[src/rtl/eth_pkg.sv]
// eth_pkg: shared Ethernet TX/RX types, framing constants and CRC-32 parameters.
package eth_pkg;
  typedef enum logic [3:0] {IDLE, PRE, SFD, DEST, SRC, TYPE, PAYLOAD, PAD, FCS, IFG} tx_state_e;
  localparam logic [7:0] PREAMBLE_BYTE = 8'h55;
  localparam logic [7:0] SFD_BYTE = 8'hd5;
  localparam logic [31:0] CRC_POLY = 32'h04C11DB7;
  localparam logic [31:0] CRC_INIT = 32'hFFFFFFFF;
  localparam logic [31:0] CRC_RESIDUE = 32'hDEBB20E3;
  localparam int MIN_FRAME = 60;
  function automatic logic [31:0] reflect32(input logic [31:0] x);
    logic [31:0] r;
    for (int i = 0; i < 32; i++) r[i] = x[31-i];
    return r;
  endfunction
  localparam logic [31:0] CRC_POLY_R = reflect32(CRC_POLY);
endpackage

[src/rtl/crc32_d8.sv]
// crc32_d8: byte-parallel reflected CRC-32 register (init has priority over en).
module crc32_d8
  import eth_pkg::*;
(
  input  logic        clk,
  input  logic        rst,
  input  logic        init,
  input  logic        en,
  input  logic [7:0]  d,
  output logic [31:0] crc
);
  logic [31:0] crc_q, crc_d, c;
  always_comb begin
    c = crc_q ^ {24'h0, d};
    for (int i = 0; i < 8; i++) c = c[0] ? (c >> 1) ^ CRC_POLY_R : c >> 1;
    crc_d = init ? CRC_INIT : en ? c : crc_q;
  end
  always_ff @(posedge clk) begin
    if (rst) crc_q <= CRC_INIT;
    else crc_q <= crc_d;
  end
  assign crc = crc_q;
endmodule

[src/rtl/packet_tx.sv]
// packet_tx: Ethernet frame transmitter (preamble, header, RAM payload, FCS, IFG).
// Define PACKET_TX_PAD_EN to zero-pad short frames up to the 60-byte minimum.
module packet_tx
  import eth_pkg::*;
#(
  parameter int IFG_BYTES = 12,
  parameter int MAX_LEN   = 64
) (
  input  logic                       clk,
  input  logic                       rst,
  input  logic [47:0]                mac_addr,
  input  logic [47:0]                dest_addr,
  input  logic [15:0]                ethertype,
  input  logic [$clog2(MAX_LEN)-1:0] eth_tx_len,
  input  logic                       eth_tx_start,
  output logic                       eth_tx_busy,
  output logic                       eth_tx_done,
  output logic [$clog2(MAX_LEN)-1:0] eth_tx_addr,
  input  logic [7:0]                 eth_tx_rdata,
  output logic [7:0]                 data,
  output logic [1:0]                 ctl
);
  localparam int AW = $clog2(MAX_LEN);
  // The state names the byte being loaded into the output register, one cycle ahead of the wire.
  tx_state_e st_q, st_d;
  logic [7:0] cnt_q, cnt_d, last, lfull, pad_last, data_q, data_d, fcs_b;
  logic [111:0] hdr_q, hdr_d;
  logic [AW-1:0] len_q, len_d, addr_q, addr_d, len_m1;
  logic ctl_q, ctl_d, done_q, done_d, accept, need_pad, crc_en;
  logic [31:0] crc;
  assign accept = st_q == IDLE && eth_tx_start;
  assign len_m1 = len_q - AW'(1);
  assign lfull = len_q == '0 ? 8'(MAX_LEN) : 8'(len_q);
  assign pad_last = 8'(MIN_FRAME - 15) - lfull;
`ifdef PACKET_TX_PAD_EN
  assign need_pad = lfull < 8'(MIN_FRAME - 14);
`else
  assign need_pad = 1'b0;
`endif
  assign fcs_b = cnt_q[1] ? (cnt_q[0] ? ~crc[31:24] : ~crc[23:16]) : (cnt_q[0] ? ~crc[15:8] : ~crc[7:0]);
  assign crc_en = st_q inside {DEST, SRC, TYPE, PAYLOAD, PAD};
  always_comb begin
    st_d = st_q;
    cnt_d = cnt_q + 8'd1;
    last = st_q == PRE ? 8'd6 : (st_q == DEST || st_q == SRC) ? 8'd5 : st_q == TYPE ? 8'd1 :
           st_q == PAYLOAD ? 8'(len_m1) : st_q == PAD ? pad_last : st_q == FCS ? 8'd3 :
           st_q == IFG ? 8'(IFG_BYTES) : 8'd0;
    if (st_q == IDLE) begin
      st_d = accept ? PRE : IDLE;
      cnt_d = 8'd1;
    end else if (cnt_q == last) begin
      cnt_d = '0;
      case (st_q)
        PRE:     st_d = SFD;
        SFD:     st_d = DEST;
        DEST:    st_d = SRC;
        SRC:     st_d = TYPE;
        TYPE:    st_d = PAYLOAD;
        PAYLOAD: st_d = need_pad ? PAD : FCS;
        PAD:     st_d = FCS;
        FCS:     st_d = IFG;
        default: st_d = IDLE;
      endcase
    end
  end
  always_comb begin
    ctl_d = accept || !(st_q inside {IDLE, IFG});
    data_d = (accept || st_q == PRE) ? PREAMBLE_BYTE : st_q == SFD ? SFD_BYTE :
             (st_q inside {DEST, SRC, TYPE}) ? hdr_q[111:104] : st_q == PAYLOAD ? eth_tx_rdata :
             st_q == FCS ? fcs_b : 8'h00;
    hdr_d = accept ? {dest_addr, mac_addr, ethertype} :
            (st_q inside {DEST, SRC, TYPE}) ? {hdr_q[103:0], 8'h00} : hdr_q;
    len_d = accept ? eth_tx_len : len_q;
    // Prefetch: address 0 is presented while the last TYPE byte is loaded, so RAM data lands in time.
    addr_d = accept ? '0 :
             (((st_q == TYPE && cnt_q == 8'd1) || st_q == PAYLOAD) && addr_q != len_m1) ? addr_q + AW'(1) : addr_q;
    done_d = st_q == FCS && cnt_q == 8'd3;
  end
  always_ff @(posedge clk) begin
    if (rst) begin
      st_q <= IDLE;
      cnt_q <= '0;
      hdr_q <= '0;
      len_q <= '0;
      addr_q <= '0;
      data_q <= '0;
      ctl_q <= 1'b0;
      done_q <= 1'b0;
    end else begin
      st_q <= st_d;
      cnt_q <= cnt_d;
      hdr_q <= hdr_d;
      len_q <= len_d;
      addr_q <= addr_d;
      data_q <= data_d;
      ctl_q <= ctl_d;
      done_q <= done_d;
    end
  end
  crc32_d8 u_crc (.clk(clk), .rst(rst), .init(accept), .en(crc_en), .d(data_d), .crc(crc));
  assign eth_tx_busy = st_q != IDLE;
  assign eth_tx_done = done_q;
  assign eth_tx_addr = addr_q;
  assign data = data_q;
  assign ctl = {2{ctl_q}};
endmodule

[config.mk]
export PLATFORM = sky130hd
export DESIGN_NAME = packet_tx
export DESIGN_NICKNAME = d
export VERILOG_FILES = /design/src/rtl/eth_pkg.sv /design/src/rtl/crc32_d8.sv /design/src/rtl/packet_tx.sv
export SDC_FILE = /design/constraint.sdc
export NUM_CORES = 1
export LEC_CHECK = 0
export ABC_AREA = 1
export BUFFER_PORTS_ARGS = -buffer_cell sky130_fd_sc_hd__buf_2
export CAP_MARGIN = 20
export CELL_PAD_IN_SITES_DETAIL_PLACEMENT = 0
export CELL_PAD_IN_SITES_GLOBAL_PLACEMENT = 1
export CORE_ASPECT_RATIO = 0.9
export CORE_UTILIZATION = 40
export CTS_CLUSTER_DIAMETER = 100
export CTS_CLUSTER_SIZE = 16
export DETAILED_ROUTE_END_ITERATION = 16
export HOLD_SLACK_MARGIN = 0.08
export PLACE_DENSITY = 0.86
export SYNTH_ARGS = -nofsm -noshare
export SYNTH_HDL_FRONTEND = slang
export SYNTH_HIERARCHICAL = 1
export SYNTH_SLANG_ARGS = --single-unit
[constraint.sdc]
create_clock -name clk -period 2.8 [get_ports clk]
set_input_delay 0.14 -clock clk [delete_from_list [all_inputs] [get_ports clk]]
set_output_delay 0.14 -clock clk [all_outputs]
set_load 0.02 [all_outputs]
# ---- Word-level counts from Yosys, hierarchy flattened
# Index checks and enable logic that the tools add are counted.
dict set report word_totals {
  reg_bits 178
  inputBits 129
  out_inout_bits 18
  word_cells 92
}
dict set report op_classes {
  reduce_logical 20
  muxes 32
  eq_ne 13
  n_bitwise 13
  n_addsub 4
}
# operator count
set ops {}
lappend ops {{two-way mux 32 bit} 8}
lappend ops {{two-way mux 112 bit} 2}
lappend ops {{inverter 13 -> 14 bit} 8}
lappend ops {{two-way mux 8 bit} 13}
lappend ops {{inverter 8 bit} 4}
lappend ops {{XOR 32 x 8 -> 32 bit} 1}
lappend ops {{case mux 4 bit (7 select lines)} 1}
lappend ops {{equality test 4 x 3 -> 1 bit, second input constant} 4}
lappend ops {{two-way mux 4 bit} 4}
lappend ops {{adder 8 x 1 -> 8 bit, second input constant} 1}
lappend ops {{equality test 4 x 2 -> 1 bit, second input constant} 2}
lappend ops {{equality test 4 bit, second input constant} 2}
lappend ops {{equality test 8 x 1 -> 1 bit, second input constant} 1}
lappend ops {{equality test 8 x 2 -> 1 bit, second input constant} 1}
lappend ops {{equality test 8 bit} 1}
lappend ops {{subtractor 6 x 7 -> 8 bit, first input constant} 1}
lappend ops {{two-way mux 7 bit} 1}
lappend ops {{adder 6 x 1 -> 6 bit, second input constant} 1}
lappend ops {{logical NOT 6 bit} 1}
lappend ops {{inequality test 6 bit} 1}
lappend ops {{nonzero test 2 bit} 3}
lappend ops {{subtractor 6 x 1 -> 6 bit, second input constant} 1}
lappend ops {{nonzero test 5 bit} 1}
lappend ops {{equality test 4 x 1 -> 1 bit, second input constant} 1}
lappend ops {{9 further kinds} 18}

# ---- Logic depth before layout (Yosys ltp)
dict set report logic_depth {
  word_depth 25
  mapped_depth 20
  ltp_nobuf 20
}

# ---- Hierarchy
# Netlist, hierarchy kept.
# mod cells_each area_per_inst_um2 seq_area_each_um2 n_inst
set modules_own_cells {}
lappend modules_own_cells {packet_tx 999 6762.7 2922.8 1}
lappend modules_own_cells {crc32_d8 349 2294.7 640.6 1}

# ---- Worst setup path before layout
# Ideal clock, no wire load.
dict set report synth_timing {
  path_kind {register to register}
  startpoint {register cnt_q[0]}
  endpoint {register u_crc.crc_q[30], in the netlist u_crc/crc[30]}
  setup_time_ns 0.128
  n_path_buf 2
  period_less_slack_ns 2.465
  slack_ns 0.335
  arrival_ns 2.337
  stages_incl_launch_ff 18
  required_time_ns 2.672
  cell_sequence {dfxtp_1 clkbuf_1 inv_1 clkbuf_1 o21ai_0 a32o_1 a21oi_1 nand2_1 inv_1 nand2_1 nand2_1 nand2_1 nand2_4 nor2_4 nor2_8 nor2_2 a21oi_1 nand2_1}
}
dict set report synth_via {
  elab_chain_cells 18
  elab_cells_between_ends 20
  cone_classes {16 x mux; 4 x bitwise}
}
# element line_no
set synth_rtl {}
lappend synth_rtl {{from (decl)} packet_tx.sv:26} ;# logic [7:0] cnt_q, cnt_d, last, lfull, pad_last, data_q, data_d, fcs_b;
lappend synth_rtl {{from (signal assigned)} packet_tx.sv:91} ;# cnt_q <= cnt_d;
lappend synth_rtl {{two-way mux 8 bit} packet_tx.sv:40} ;# assign fcs_b = cnt_q[1] ? (cnt_q[0] ? ~crc[31:24] : ~crc[23:16]) : (cnt_q[0] ? ~crc[15:8] : ~crc[7:0]);
lappend synth_rtl {{two-way mux 8 bit *} packet_tx.sv:40}
lappend synth_rtl {{two-way mux 8 bit *} packet_tx.sv:70} ;# st_q == FCS ? fcs_b : 8'h00;
lappend synth_rtl {{two-way mux 8 bit * (2 in series)} packet_tx.sv:69} ;# (st_q inside {DEST, SRC, TYPE}) ? hdr_q[111:104] : st_q == PAYLOAD ? eth_tx_rdata :
lappend synth_rtl {{two-way mux 8 bit * (2 in series)} packet_tx.sv:68} ;# data_d = (accept || st_q == PRE) ? PREAMBLE_BYTE : st_q == SFD ? SFD_BYTE :
lappend synth_rtl {{named net data_d[6]} packet_tx.sv:26}
lappend synth_rtl {{XOR 32 x 8 -> 32 bit *} crc32_d8.sv:14} ;# c = crc_q ^ {24'h0, d};
lappend synth_rtl {{inverter 13 -> 14 bit (no line)} n/a}
lappend synth_rtl {{two-way mux 32 bit * (7 in series)} crc32_d8.sv:15} ;# for (int i = 0; i < 8; i++) c = c[0] ? (c >> 1) ^ CRC_POLY_R : c >> 1;
lappend synth_rtl {{inverter 13 -> 14 bit (no line)} n/a}
lappend synth_rtl {{two-way mux 32 bit *} crc32_d8.sv:15}
lappend synth_rtl {{to (signal assigned)} crc32_d8.sv:20} ;# else crc_q <= crc_d;
lappend synth_rtl {{to (decl)} crc32_d8.sv:12} ;# logic [31:0] crc_q, crc_d, c;
# Mark *: on every way through the listed nets, which the timed path passes. The rest lies on a longest branch.
# A chain may end at the register's enable or synchronous reset.

# ---- Worst setup path after layout
dict set report layout_timing {
  startpoint {register cnt_q[0]}
  endpoint {register u_crc.crc_q[18], in the netlist u_crc/crc[18]}
}
dict set report layout_via {
  elab_cells_between_ends 22
  cone_classes {16 x mux; 6 x bitwise}
}
# element line_no
set layout_lines {}
lappend layout_lines {{two-way mux 8 bit} packet_tx.sv:40}
lappend layout_lines {{two-way mux 8 bit *} packet_tx.sv:40}
lappend layout_lines {{two-way mux 8 bit *} packet_tx.sv:70}
lappend layout_lines {{two-way mux 8 bit * (2 in series)} packet_tx.sv:69}
lappend layout_lines {{two-way mux 8 bit * (2 in series)} packet_tx.sv:68}
lappend layout_lines {{named net data_d[0]} packet_tx.sv:26}
lappend layout_lines {{XOR 32 x 8 -> 32 bit *} crc32_d8.sv:14}
lappend layout_lines {{two-way mux 32 bit * (8 in series)} crc32_d8.sv:15}
# Marks and branches as above.

==> flow_summary.html <==
<table>
<tr><th>Metric</th><th>Value</th></tr>
<tr><th colspan="2">Run status</th></tr>
<tr><td>Run status</td><td>complete, no violations</td></tr>
<tr><th colspan="2">Detailed routing</th></tr>
<tr><td>Vias per cell</td><td>5.075</td></tr>
<tr><td>Wire per inst</td><td>14.34 um</td></tr>
<tr><td>DR vias</td><td>9576</td></tr>
<tr><td>Post-route antenna net violation count</td><td>0</td></tr>
<tr><td>Overall routed net length</td><td>27.05 mm</td></tr>
<tr><td>Number of remaining DRC errors</td><td>0</td></tr>
<tr><td>DRC violation total after the first TritonRoute iteration</td><td>636</td></tr>
<tr><td>Drt first pass iters</td><td>5</td></tr>
<tr><th colspan="2">Synth</th></tr>
<tr><td>Synthesized netlist net count</td><td>1482</td></tr>
<tr><td>Number of warnings printed during yosys synthesis</td><td>6</td></tr>
<tr><td>Yosys top cell area share</td><td>0.3934</td></tr>
<tr><td>Number of flops mapped to enable cells by yosys</td><td>0</td></tr>
<tr><td>Avg Synthesized Cell Area</td><td>6.719 um2</td></tr>
<tr><td>Register bit count reported by yosys</td><td>around 180</td></tr>
<tr><td>Share of flip-flops with an asynchronous set or reset</td><td>0</td></tr>
<tr><td>Post-synthesis instance area</td><td>9057 um2</td></tr>
<tr><td>Gate count of the mapped netlist</td><td>1348</td></tr>
<tr><td>Flip-flop cell with the highest count after synthesis</td><td>sky130_fd_sc_hd__dfxtp_1</td></tr>
<tr><td>Distinct cell type count of the synthesized netlist</td><td>40</td></tr>
<tr><td>Area contributors post-synth</td><td>sky130_fd_sc_hd__dfxtp_1, sky130_fd_sc_hd__nand2_1, sky130_fd_sc_hd__a31oi_1, sky130_fd_sc_hd__a21oi_1, sky130_fd_sc_hd__nand3_1</td></tr>
<tr><td>Part of the Yosys area used for sequential elements</td><td>0.3934</td></tr>
<tr><td>Dominant cell type by area after synthesis</td><td>sky130_fd_sc_hd__dfxtp_1</td></tr>
<tr><th colspan="2">Global route</th></tr>
<tr><td>Initial antenna violation count</td><td>0</td></tr>
<tr><td>Met1 usage in global routing</td><td>0.3207</td></tr>
<tr><td>Number of global-route vias before repair</td><td>9035</td></tr>
<tr><td>Overflow left after global routing</td><td>0</td></tr>
<tr><td>Maximum number of pins on one net before global-route repair</td><td>83</td></tr>
<tr><td>Met3 Use GR</td><td>0.04389</td></tr>
<tr><td>Fraction of met2 tracks used by global routing</td><td>0.3864</td></tr>
<tr><td>Global-route usage over all layers</td><td>0.2371</td></tr>
<tr><td>Layer carrying the most global-route usage</td><td>met2</td></tr>
<tr><td>Wire length of the first global-routing pass</td><td>44.64 mm</td></tr>
<tr><th colspan="2">STA</th></tr>
<tr><td>Fmax</td><td>0.3912 GHz</td></tr>
<tr><td>Number of endpoints failing setup at the final stage</td><td>0</td></tr>
<tr><td>Final count of pins violating max slew</td><td>0</td></tr>
<tr><td>Max-slew headroom at the worst pin</td><td>0.4230</td></tr>
<tr><td>Final Critical Period</td><td>about 2600 ps</td></tr>
<tr><td>Count of endpoints failing hold in the final timing report</td><td>0</td></tr>
<tr><td>Worst clock skew on the final layout</td><td>11.62 ps</td></tr>
<tr><td>Slew @ Worst Pin</td><td>865.5 ps</td></tr>
<tr><td>Portion of the clock cycle consumed by the worst path in the final layout</td><td>0.9129</td></tr>
<tr><td>Final sum of negative setup slack</td><td>0 ps</td></tr>
<tr><th colspan="2">CTS</th></tr>
<tr><td>Clock transition at the registers of the reported paths</td><td>roughly 80 ps</td></tr>
<tr><td>CTS tree</td><td>done</td></tr>
<tr><td>Maximum root-to-sink buffer count</td><td>2</td></tr>
<tr><td>Root buffer selected by CTS</td><td>sky130_fd_sc_hd__clkbuf_16</td></tr>
<tr><td>Buffer count from post-CTS setup fixing</td><td>0</td></tr>
<tr><td>Number of sinks on the clock net</td><td>178</td></tr>
<tr><td>Worst-skew pair later-pin latency</td><td>approximately 440 ps</td></tr>
<tr><td>Number of CTS-inserted buffers</td><td>17</td></tr>
<tr><td>Number of H-tree branching levels</td><td>4</td></tr>
<tr><th colspan="2">Critical path</th></tr>
<tr><td>CP max FO</td><td>18</td></tr>
<tr><td>Worst path required time</td><td>3130 ps</td></tr>
<tr><td>Data arrival time of the critical path</td><td>2890 ps</td></tr>
<tr><td>Endpoint class of the critical path</td><td>flip-flop</td></tr>
<tr><td>Element type at the critical path start</td><td>flip-flop</td></tr>
<tr><td>Type of the worst setup path</td><td>reg -&gt; reg</td></tr>
<tr><th colspan="2">Layout</th></tr>
<tr><td>Most frequent standard cell in the layout excluding fill and tap cells</td><td>sky130_fd_sc_hd__nand2_1</td></tr>
<tr><td>Fraction of final layout cells with drive strength greater than 1</td><td>0.1767</td></tr>
<tr><td>Syn-to-layout area delta</td><td>30.68%</td></tr>
<tr><td>Number of antenna diodes</td><td>0</td></tr>
<tr><td>Commonest cells after routing, fill and taps aside</td><td>sky130_fd_sc_hd__nand2_1, sky130_fd_sc_hd__dfxtp_1, sky130_fd_sc_hd__buf_2</td></tr>
<tr><td>Number of nets in the finished design</td><td>1717</td></tr>
<tr><th colspan="2">Flow run</th></tr>
<tr><td>Number of maximum-capacitance violations</td><td>0</td></tr>
<tr><th colspan="2">Die</th></tr>
<tr><td>Total Die Area</td><td>23250 um2</td></tr>
<tr><td># IOs</td><td>147</td></tr>
<tr><td>Starting Density</td><td>0.4138</td></tr>
<tr><td>Die height</td><td>144.8 um</td></tr>
<tr><td>Die Span X</td><td>160.6 um</td></tr>
<tr><td>Number of placement rows</td><td>51</td></tr>
<tr><td>Core outline area</td><td>21890 um2</td></tr>
<tr><th colspan="2">Power</th></tr>
<tr><td>Combinational fraction of design power</td><td>0.501</td></tr>
<tr><td>Clock power share</td><td>0.196</td></tr>
<tr><td>Maximum vdd drop</td><td>541.9 uV</td></tr>
<tr><td>Leakage power</td><td>between 5 and 6 nW</td></tr>
<tr><td>Internal Pwr Total</td><td>0.006475 W</td></tr>
<tr><td>Net load switching power</td><td>between 0.005 and 0.006 W</td></tr>
<tr><td>Sequential share of power</td><td>0.303</td></tr>
<tr><td>Fraction of power spent switching nets</td><td>0.4582</td></tr>
<tr><td>Power, Total</td><td>roughly 0.012 W</td></tr>
<tr><td>Pwr per Cell Area</td><td>between 1000 and 1500 nW/um2</td></tr>
<tr><th colspan="2">Placed design</th></tr>
<tr><td>RePlAce Congestion</td><td>approximately 0.86</td></tr>
<tr><td>DPL Wire Length</td><td>between 15 and 20 mm</td></tr>
<tr><td>Count of input and output buffers</td><td>146</td></tr>
<tr><th colspan="2">Hold path</th></tr>
<tr><td>Hold Path Class</td><td>in -&gt; reg</td></tr>
</table>
==> cell usage after synthesis (all sizes together), types with 3 or more instances <==
cell	instances
a21oi	74
a31oi	91
a32o	5
buf	22
clkbuf	48
dfxtp	178
ha	5
inv	66
nand2	580
nand3	71
nand4	6
nor2	83
nor3	3
o211ai	6
o21ai	47
o311ai	3
or2	8
xnor2	8
xor2	37
==> layout make-up <==
| type | instances | area, um2 |
|---|---|---|
| Inverter | 67 | 252.7 |
| Sequential cell | 178 | 3566 |
| Multi-Input combinational cell | 1033 | 5011 |
| Clock buffer | 19 | 452.9 |
| Tap cell | 291 | 364.1 |
| Clock inverter | 13 | 112.6 |
| Fill cell | 2159 | 10050 |
| Timing Repair Buffer | 286 | 2077 |
==> layer usage <==
metal	vias up	share of wire
met5	-	0
met4	0	0.014
met3	36	0.051
met2	246	0.46
met1	4427	0.48
li1	4867	-
==> cell families (layout without fill, tap and decap cells) <==
| kind of cell | count (synthesis) | count (layout) | synth area share |
|---|---|---|---|
| AND/OR/NAND/NOR | 754 | 754 | 0.3466 |
| AO/OA/AOI/OAI | 229 | 229 | 0.1457 |
| flip-flops | 178 | 178 | 0.3934 |
| buffers and inverters | 137 | 385 | 0.05926 |
| XOR/XNOR | 45 | 45 | 0.04807 |
| adder cells (fa/ha/maj) | 5 | 5 | 0.006907 |
==> final timing paths <==
kind | from | end | slack [ps] | depth (start not counted)
worst max-delay path | cnt_q[0] | u_crc/crc[18] | 240 | 19
worst max register to register | cnt_q[0] | u_crc/crc[18] | 240 | 19
worst min-delay path | mac_addr[29] | hdr_q[45] | 100 | 5
worst min register to register | hdr_q[40] | hdr_q[40] | 460 | 2
==> worst max-delay path, stage by stage (launching register included) <==
cell                      delay (ps)
sky130_fd_sc_hd__dfxtp_1         310
sky130_fd_sc_hd__buf_4           160
sky130_fd_sc_hd__inv_1            50
sky130_fd_sc_hd__buf_4           210
sky130_fd_sc_hd__o21ai_0         140
sky130_fd_sc_hd__a32o_1          270
sky130_fd_sc_hd__a21oi_1         170
sky130_fd_sc_hd__nand2_1         120
sky130_fd_sc_hd__inv_1           110
sky130_fd_sc_hd__nand2_1          50
sky130_fd_sc_hd__nand2_1         130
sky130_fd_sc_hd__nand2_1         110
sky130_fd_sc_hd__nand2_4         150
sky130_fd_sc_hd__inv_1           110
sky130_fd_sc_hd__nand2_1          70
sky130_fd_sc_hd__nand2_1          60
sky130_fd_sc_hd__inv_1            70
sky130_fd_sc_hd__nand2_1          50
sky130_fd_sc_hd__nand3_1          70
sky130_fd_sc_hd__nand2_1          50
==> per-stage QoR <==
step | hold WS [ps] | instances | setup WS (ps) | util | area [um2]
3_3_place_gp | 389.1 | 1743 | 107.5 | 0.4616 | 10100
3_5_place_dp | 388.6 | 1743 | 84.35 | 0.4616 | 10100
4_1_cts | 87.80 | 1887 | 59.57 | 0.5387 | 11790
6_report | 104.9 | 1887 | 243.8 | 0.5408 | 11840
2_1_floorplan | 283.8 | 1348 | 334.7 | - | 9057
5_1_grt | 121.5 | 1887 | -17.21 | 0.5408 | 11840
==> power by group through the flow <==
| stage | sequential [W] | combinational (W) | clock [W] |
|---|---|---|---|
| floorplan | 0.00357 | 0.00437 | 0 |
| global placement | 0.00366 | 0.00569 | 0 |
| detailed placement | 0.00366 | 0.00573 | 0 |
| CTS | 0.00362 | 0.00587 | 0.00240 |
| global route | 0.00371 | 0.00673 | 0.00251 |
| finish | 0.00362 | 0.00598 | 0.00234 |
==> timing repair <==
item	in CTS	in global routing
resized for setup	0	12
endpoints found under the hold margin	112	0
hold buffers	112	0
endpoints found under the setup margin	0	31
==> flip-flops by register name (all words and copies together) (netlist names) <==
signal,count
hdr_q,112
u_crc/crc,32
cnt_q,8
data,8
eth_tx_addr,6
len_q,6
st_q,4
ctl_q,1
eth_tx_done,1
Power figures use the tool's default switching activity.
